## src/rtl/fetch_queue.sv

```systemverilog
// Fetch-to-decode decoupling queue: up to two instructions in, up to two out per cycle.
// Optional stall-cycle performance counter enabled by defining FETCH_QUEUE_PERF_EN.
module fetch_queue #(
    parameter int ADDR_WIDTH = 32,
    parameter int DATA_WIDTH = 32,
    parameter int DEPTH      = 8
) (
    input  logic                      clk,
    input  logic                      rst,
    input  logic                      flush,
    input  logic [ADDR_WIDTH-1:0]     in_addr_0,
    input  logic [ADDR_WIDTH-1:0]     in_addr_1,
    input  logic [DATA_WIDTH-1:0]     in_instr_0,
    input  logic [DATA_WIDTH-1:0]     in_instr_1,
    input  logic [1:0]                in_valid,
    input  logic                      in_predict_taken,
    input  logic [ADDR_WIDTH-1:0]     in_predict_target,
    output logic                      fetch_ready,
    output logic [ADDR_WIDTH-1:0]     out_addr_0,
    output logic [ADDR_WIDTH-1:0]     out_addr_1,
    output logic [DATA_WIDTH-1:0]     out_instr_0,
    output logic [DATA_WIDTH-1:0]     out_instr_1,
    output logic                      out_pred_taken_0,
    output logic                      out_pred_taken_1,
    output logic [ADDR_WIDTH-1:0]     out_pred_target_0,
    output logic [ADDR_WIDTH-1:0]     out_pred_target_1,
    output logic [1:0]                out_valid,
    input  logic [1:0]                deq_count,
`ifdef FETCH_QUEUE_PERF_EN
    output logic [31:0]               stall_cycles,
`endif
    output logic [$clog2(DEPTH):0]    count
);

    localparam int PTR_W = $clog2(DEPTH);
    localparam int CNT_W = PTR_W + 1;

    logic [PTR_W-1:0]      r_head;
    logic [PTR_W-1:0]      r_tail;
    logic [CNT_W-1:0]      r_count;

    logic [ADDR_WIDTH-1:0] r_addr   [DEPTH];
    logic [DATA_WIDTH-1:0] r_instr  [DEPTH];
    logic                  r_taken  [DEPTH];
    logic [ADDR_WIDTH-1:0] r_target [DEPTH];

    logic                  w_ready;
    logic                  w_enq;
    logic [CNT_W-1:0]      w_enqNum;
    logic [1:0]            w_deqReq;
    logic [CNT_W-1:0]      w_deqNum;
    logic [PTR_W-1:0]      w_tail1;
    logic [PTR_W-1:0]      w_head1;

    logic                  w_wr0En;
    logic [ADDR_WIDTH-1:0] w_wr0Addr;
    logic [DATA_WIDTH-1:0] w_wr0Instr;
    logic                  w_wr0Taken;
    logic [ADDR_WIDTH-1:0] w_wr0Target;
    logic                  w_wr1En;

    logic                  w_has0;
    logic                  w_has1;

    // Readiness only looks at registered occupancy; a same-cycle dequeue earns no credit.
    assign w_ready = (r_count <= CNT_W'(DEPTH - 2));
    assign w_enq   = w_ready && (in_valid != 2'b00) && !flush;
    assign w_tail1 = r_tail + PTR_W'(1);
    assign w_head1 = r_head + PTR_W'(1);

    always_comb begin
        w_enqNum = '0;
        if (w_enq) begin
            w_enqNum = (in_valid == 2'b11) ? CNT_W'(2) : CNT_W'(1);
        end
    end

    always_comb begin
        w_deqReq = (deq_count == 2'b11) ? 2'b10 : deq_count;
        w_deqNum = '0;
        if (!flush) begin
            w_deqNum = (CNT_W'(w_deqReq) > r_count) ? r_count : CNT_W'(w_deqReq);
        end
    end

    // Port 0 always writes at tail with the lowest valid slot; port 1 only for a full pair.
    // The prediction rides on the highest-numbered valid slot of the pair.
    always_comb begin
        w_wr0En     = w_enq;
        w_wr1En     = w_enq && (in_valid == 2'b11);
        w_wr0Addr   = in_valid[0] ? in_addr_0  : in_addr_1;
        w_wr0Instr  = in_valid[0] ? in_instr_0 : in_instr_1;
        w_wr0Taken  = 1'b0;
        w_wr0Target = '0;
        if (in_valid != 2'b11) begin
            w_wr0Taken  = in_predict_taken;
            w_wr0Target = in_predict_target;
        end
    end

    always_ff @(posedge clk) begin
        if (w_wr0En) begin
            r_addr[r_tail]   <= w_wr0Addr;
            r_instr[r_tail]  <= w_wr0Instr;
            r_taken[r_tail]  <= w_wr0Taken;
            r_target[r_tail] <= w_wr0Target;
        end
        if (w_wr1En) begin
            r_addr[w_tail1]   <= in_addr_1;
            r_instr[w_tail1]  <= in_instr_1;
            r_taken[w_tail1]  <= in_predict_taken;
            r_target[w_tail1] <= in_predict_target;
        end
    end

    always_ff @(posedge clk or negedge rst) begin
        if (!rst) begin
            r_head  <= '0;
            r_tail  <= '0;
            r_count <= '0;
        end else if (flush) begin
            r_head  <= '0;
            r_tail  <= '0;
            r_count <= '0;
        end else begin
            r_head  <= r_head + w_deqNum[PTR_W-1:0];
            r_tail  <= r_tail + w_enqNum[PTR_W-1:0];
            r_count <= r_count + w_enqNum - w_deqNum;
        end
    end

`ifdef FETCH_QUEUE_PERF_EN
    logic [31:0] r_stallCycles;

    always_ff @(posedge clk or negedge rst) begin
        if (!rst) begin
            r_stallCycles <= '0;
        end else if (!w_ready && (in_valid != 2'b00)) begin
            r_stallCycles <= r_stallCycles + 32'd1;
        end
    end

    assign stall_cycles = r_stallCycles;
`endif

    // Slots without a live entry read as zero so reset never exposes uninitialised storage.
    assign w_has0 = (r_count != '0);
    assign w_has1 = (r_count >= CNT_W'(2));

    assign fetch_ready       = w_ready;
    assign count             = r_count;
    assign out_valid         = {w_has1, w_has0};
    assign out_addr_0        = w_has0 ? r_addr[r_head]    : '0;
    assign out_instr_0       = w_has0 ? r_instr[r_head]   : '0;
    assign out_pred_taken_0  = w_has0 ? r_taken[r_head]   : 1'b0;
    assign out_pred_target_0 = w_has0 ? r_target[r_head]  : '0;
    assign out_addr_1        = w_has1 ? r_addr[w_head1]   : '0;
    assign out_instr_1       = w_has1 ? r_instr[w_head1]  : '0;
    assign out_pred_taken_1  = w_has1 ? r_taken[w_head1]  : 1'b0;
    assign out_pred_target_1 = w_has1 ? r_target[w_head1] : '0;

endmodule

```

## config.mk

```make
export PLATFORM = sky130hd
export DESIGN_NAME = fetch_queue
export DESIGN_NICKNAME = d
export VERILOG_FILES = /design/src/rtl/fetch_queue.sv
export SDC_FILE = /design/constraint.sdc
export NUM_CORES = 2
export LEC_CHECK = 0
export ABC_AREA = 0
export CAP_MARGIN = 25
export CORE_ASPECT_RATIO = 2
export CORE_MARGIN = 3
export CORE_UTILIZATION = 25
export CTS_BUF_LIST = sky130_fd_sc_hd__clkbuf_8
export DETAILED_ROUTE_END_ITERATION = 8
export PLACE_DENSITY = 0.51
export SETUP_SLACK_MARGIN = 0.5
export SKIP_LAST_GASP = 1
export SLEW_MARGIN = 10
export SYNTH_ARGS = -nofsm -noshare
export SYNTH_HDL_FRONTEND = slang
export SYNTH_SLANG_ARGS = --single-unit
```

## constraint.sdc

```tcl
create_clock -name clk -period 23.1 [get_ports clk]
set_clock_uncertainty 0.05 [all_clocks]
set_input_delay 6.93 -clock clk [delete_from_list [all_inputs] [get_ports clk]]
set_output_delay 6.93 -clock clk [all_outputs]
set_load 0.005 [all_outputs]
```

==> implementation parameters <==
Parameter                              Value

GRT
  Initial antenna violation count    10
  First-pass GRT wire length    around 230000 um
  Global route overflow    0
  Vias in the first global route    between 30000 and 40000
  Global-route usage over all layers    0.172
  Pin count of the biggest net entering global routing    130

Clock network
  CTS Sinks    ~790
  Clock insertion delay at the later pin of the skew report    about 0.76 ns
  Buffer levels on the longest clock path    3
  Clock-pin slew on the worst setup and hold paths    0.07 ns
  H-tree depth reported by CTS    3
  Hold_buf cts    0
  Clk Tree Root Cell    sky130_fd_sc_hd__clkbuf_8
  Post CTS Setup Buffer Count    0
  Total clock buffers created by CTS    120
  Resized Gates After CTS    0
  CTS tree    built

Critical path
  Critical path data required time    about 16 ns
  Buffers & Inverters on Critical Path    5
  Dominant delay contributor by cell family on the critical path    buffers and inverters
  Capturing element type of the critical path    output pin
  Crit path top cell by count    sky130_fd_sc_hd__buf_4
  Crit path cell chain    buf_4 -> buf_4 -> buf_4 -> buf_4 -> mux4_2 -> nand2_1 -> a21oi_1 -> clkdlybuf4s50_1
  Startpoint types    register
  Slowest cell delay on critical path    0.81 ns
  Data arrival, critical path    around 6 ns
  Critical-path top delay cell    sky130_fd_sc_hd__buf_4
  Critical-path maximum fanout    between 50 and 60
  Type of the worst setup path    reg -> out

Floorplanning
  Core Area    ~0.17 sq mm
  Die area    about 0.18 sq mm
  Horizontal die dimension    roughly 300 um
  FP Rows    ~220
  Initial Utilization    0.252
  I/O pin total    about 370
  Die height    596 um

Final layout
  Ratio of cells with drive above 1 in the final layout    0.177
  Final instance area    approximately 0.052 sq mm
  Number of nets in the finished design    about 3800
  Filler Cells Inserted    between 15000 and 20000
  Post-synthesis to final-layout area growth    19.2%
  Area taken by flip-flops and latches    around 0.024 sq mm
  Area taken by multi-input logic gates    0.0185 sq mm

Placed design
  DPL Wire Length    90900 um
  RePlAce Congestion    approximately 0.74
  Number of I/O port buffers    ~370
  Placed standard-cell area    approximately 0.049 sq mm

Synth
  Commonest register cell after synthesis    sky130_fd_sc_hd__edfxtp_1
  Top cell type by total area after synthesis    sky130_fd_sc_hd__edfxtp_1
  Area share of the largest cell type after synthesis    0.536
  Total standard cell area after synthesis    between 0.04 and 0.05 sq mm
  Leading cell types by total area after synthesis    sky130_fd_sc_hd__edfxtp_1 54%, sky130_fd_sc_hd__mux4_2 20%, sky130_fd_sc_hd__a21oi_1 7.1%
  Distinct cells, synth    41
  Async set-reset flop share out of synthesis    0.0127
  Post-Syn Instances    between 3000 and 4000
  Number of flops mapped to enable cells by yosys    about 780
  Most numerous cell in the Yosys netlist    sky130_fd_sc_hd__edfxtp_1
  Part of the Yosys area used for sequential elements    0.542
  YS warnings    0
  Top post-synthesis cells by count    776 x sky130_fd_sc_hd__edfxtp_1, 615 x sky130_fd_sc_hd__a21oi_1, 523 x sky130_fd_sc_hd__nor2_1
  Net Count, Synth    3556
  Post-Synthesis Mean Instance Area    between 10 and 15 sq um
  Number of synthesized register bits    around 790

STA
  Setup repair after global routing missed its margin    no
  Worst rel slew slack    0.301
  Slew @ Worst Pin    ~1.0 ns
  Endpoints failing setup    0
  Fmax    76.7 MHz
  Setup total negative slack    0 ns
  Hold Vio Cnt, Final    0
  Fin crit share    0.565
  Pins Over Slew Limit    0
  Post-layout min period    13.05 ns

Route
  Per-cell routed wire length    roughly 26 um
  Average vias per placed instance    just over 5
  # DRC    0
  1st-pass router iterations    6
  Total number of vias    ~30000
  Residual antenna-violating net count after detailed routing    0
  Number of design-rule violations left by the first detailed-router iteration    2337
  Post-Route WL    approximately 160000 um

Worst hold path
  Hold Path Class    reg -> reg

Power
  Pwr/cell area    between 90 and 100 mW/mm^2
  Static leakage    roughly 17 nW
  Maximum vdd ir drop    around 0.00024 V

Flow run
  Max Cap Viol    0

Status
  Result of the run    finished clean
-- worst min-delay path, delay by kind of cell, from the launching register on --
kind	cells	cell delay [ns]
DFF	1	0.55
and+or+nand+nor	1	0.04
xor gates and xnor gates	1	0.23
-- cells in the final DEF (no fill, tap or decap), types with 21 or more instances in the layout --
master | synthesis | routed
sky130_fd_sc_hd__nand2_1 | 198 | 198
sky130_fd_sc_hd__nor2b_1 | 272 | 272
sky130_fd_sc_hd__mux2i_1 | 65 | 65
sky130_fd_sc_hd__inv_1 | 11 | 31
sky130_fd_sc_hd__a22o_1 | 97 | 97
sky130_fd_sc_hd__clkinv_2 | 0 | 21
sky130_fd_sc_hd__mux4_2 | 388 | 388
sky130_fd_sc_hd__clkbuf_8 | 0 | 125
sky130_fd_sc_hd__a21oi_1 | 615 | 610
sky130_fd_sc_hd__clkdlybuf4s50_1 | 0 | 367
sky130_fd_sc_hd__edfxtp_1 | 776 | 776
sky130_fd_sc_hd__buf_4 | 6 | 58
sky130_fd_sc_hd__nor2_1 | 523 | 521
sky130_fd_sc_hd__clkinv_1 | 0 | 44
-- cells by family (layout without fill, tap and decap cells) --
group | Yosys count | in the layout | share of synthesized area
AO/OA/AOI/OAI | 730 | 730 | 0.0933
XOR/XNOR | 9 | 9 | 0.00199
adder cells (fa/ha/maj) | 15 | 15 | 0.00501
buffers and inverters | 366 | 680 | 0.0371
flip-flops | 786 | 786 | 0.542
multiplexers | 454 | 454 | 0.216
other | 1 | 9 | 0.0000863
AND/OR/NAND/NOR | 1012 | 1012 | 0.104
-- metrics by stage --
stage           util  std cells  total power [mW]  setup WS, ns  hold WS (ns)
2_1_floorplan      -       3373              2.82          4.65         0.558
3_3_place_gp   0.286       5733              3.83         10.79         0.777
3_5_place_dp   0.286       5734              3.83         10.71         0.801
4_1_cts        0.300       5962              5.05          9.78         0.823
5_1_grt        0.301       5971              5.23          9.49         0.830
6_report       0.301       5973              4.98         10.05         0.812
-- power by group --
part / switching [mW] / internal, mW / total [mW]
Combinational: 1.04 / 1.01 / 2.05
Clock: 0.619 / 0.580 / 1.20
Sequential: 0.0569 / 1.67 / 1.73
-- layout make-up --
type	instances	share of cell area
Sequential cell	786	0.455
Antenna cell	8	0.000387
Multi-Input combinational cell	2221	0.357
Clock buffer	125	0.0332
Tap cell	2278	0.0550
Clock inverter	103	0.0130
Inverter	12	0.000918
Timing Repair Buffer	440	0.0851
-- state kept, by name, summed over array words and instances (netlist names) --
| name | flops |
|---|---|
| r_target | 256 |
| r_addr | 256 |
| r_taken | 8 |
| r_instr | 256 |
| r_tail | 3 |
| count | 4 |
| r_head | 3 |
-- worst paths after layout --
kind / slack, ns / from / cells past startpoint / endpoint
worst max-delay path: 10.05 / r_head[0]$_DFF_PN0_ / 8 / out_pred_target_0[4]
max in group asynchronous: 16.04 / rst / 1 / r_head[2]$_DFF_PN0_
worst min register to register: 0.81 / r_tail[2]$_DFF_PN0_ / 2 / r_tail[2]$_DFF_PN0_
worst min-delay path: 0.81 / r_tail[2]$_DFF_PN0_ / 2 / r_tail[2]$_DFF_PN0_
worst max register to register: 18.85 / r_tail[0]$_DFF_PN0_ / 7 / r_addr[4][1]$_DFFE_PP_
min in group asynchronous: 6.50 / rst / 1 / r_tail[0]$_DFF_PN0_
-- routing by layer --
layer	part of all wire	GRT usage
met4	0.031	0.0618
met5	0	0
met3	0.064	0.0328
met2	0.52	0.312
met1	0.38	0.201
No activity file was read; power rests on OpenSTA's default activity.
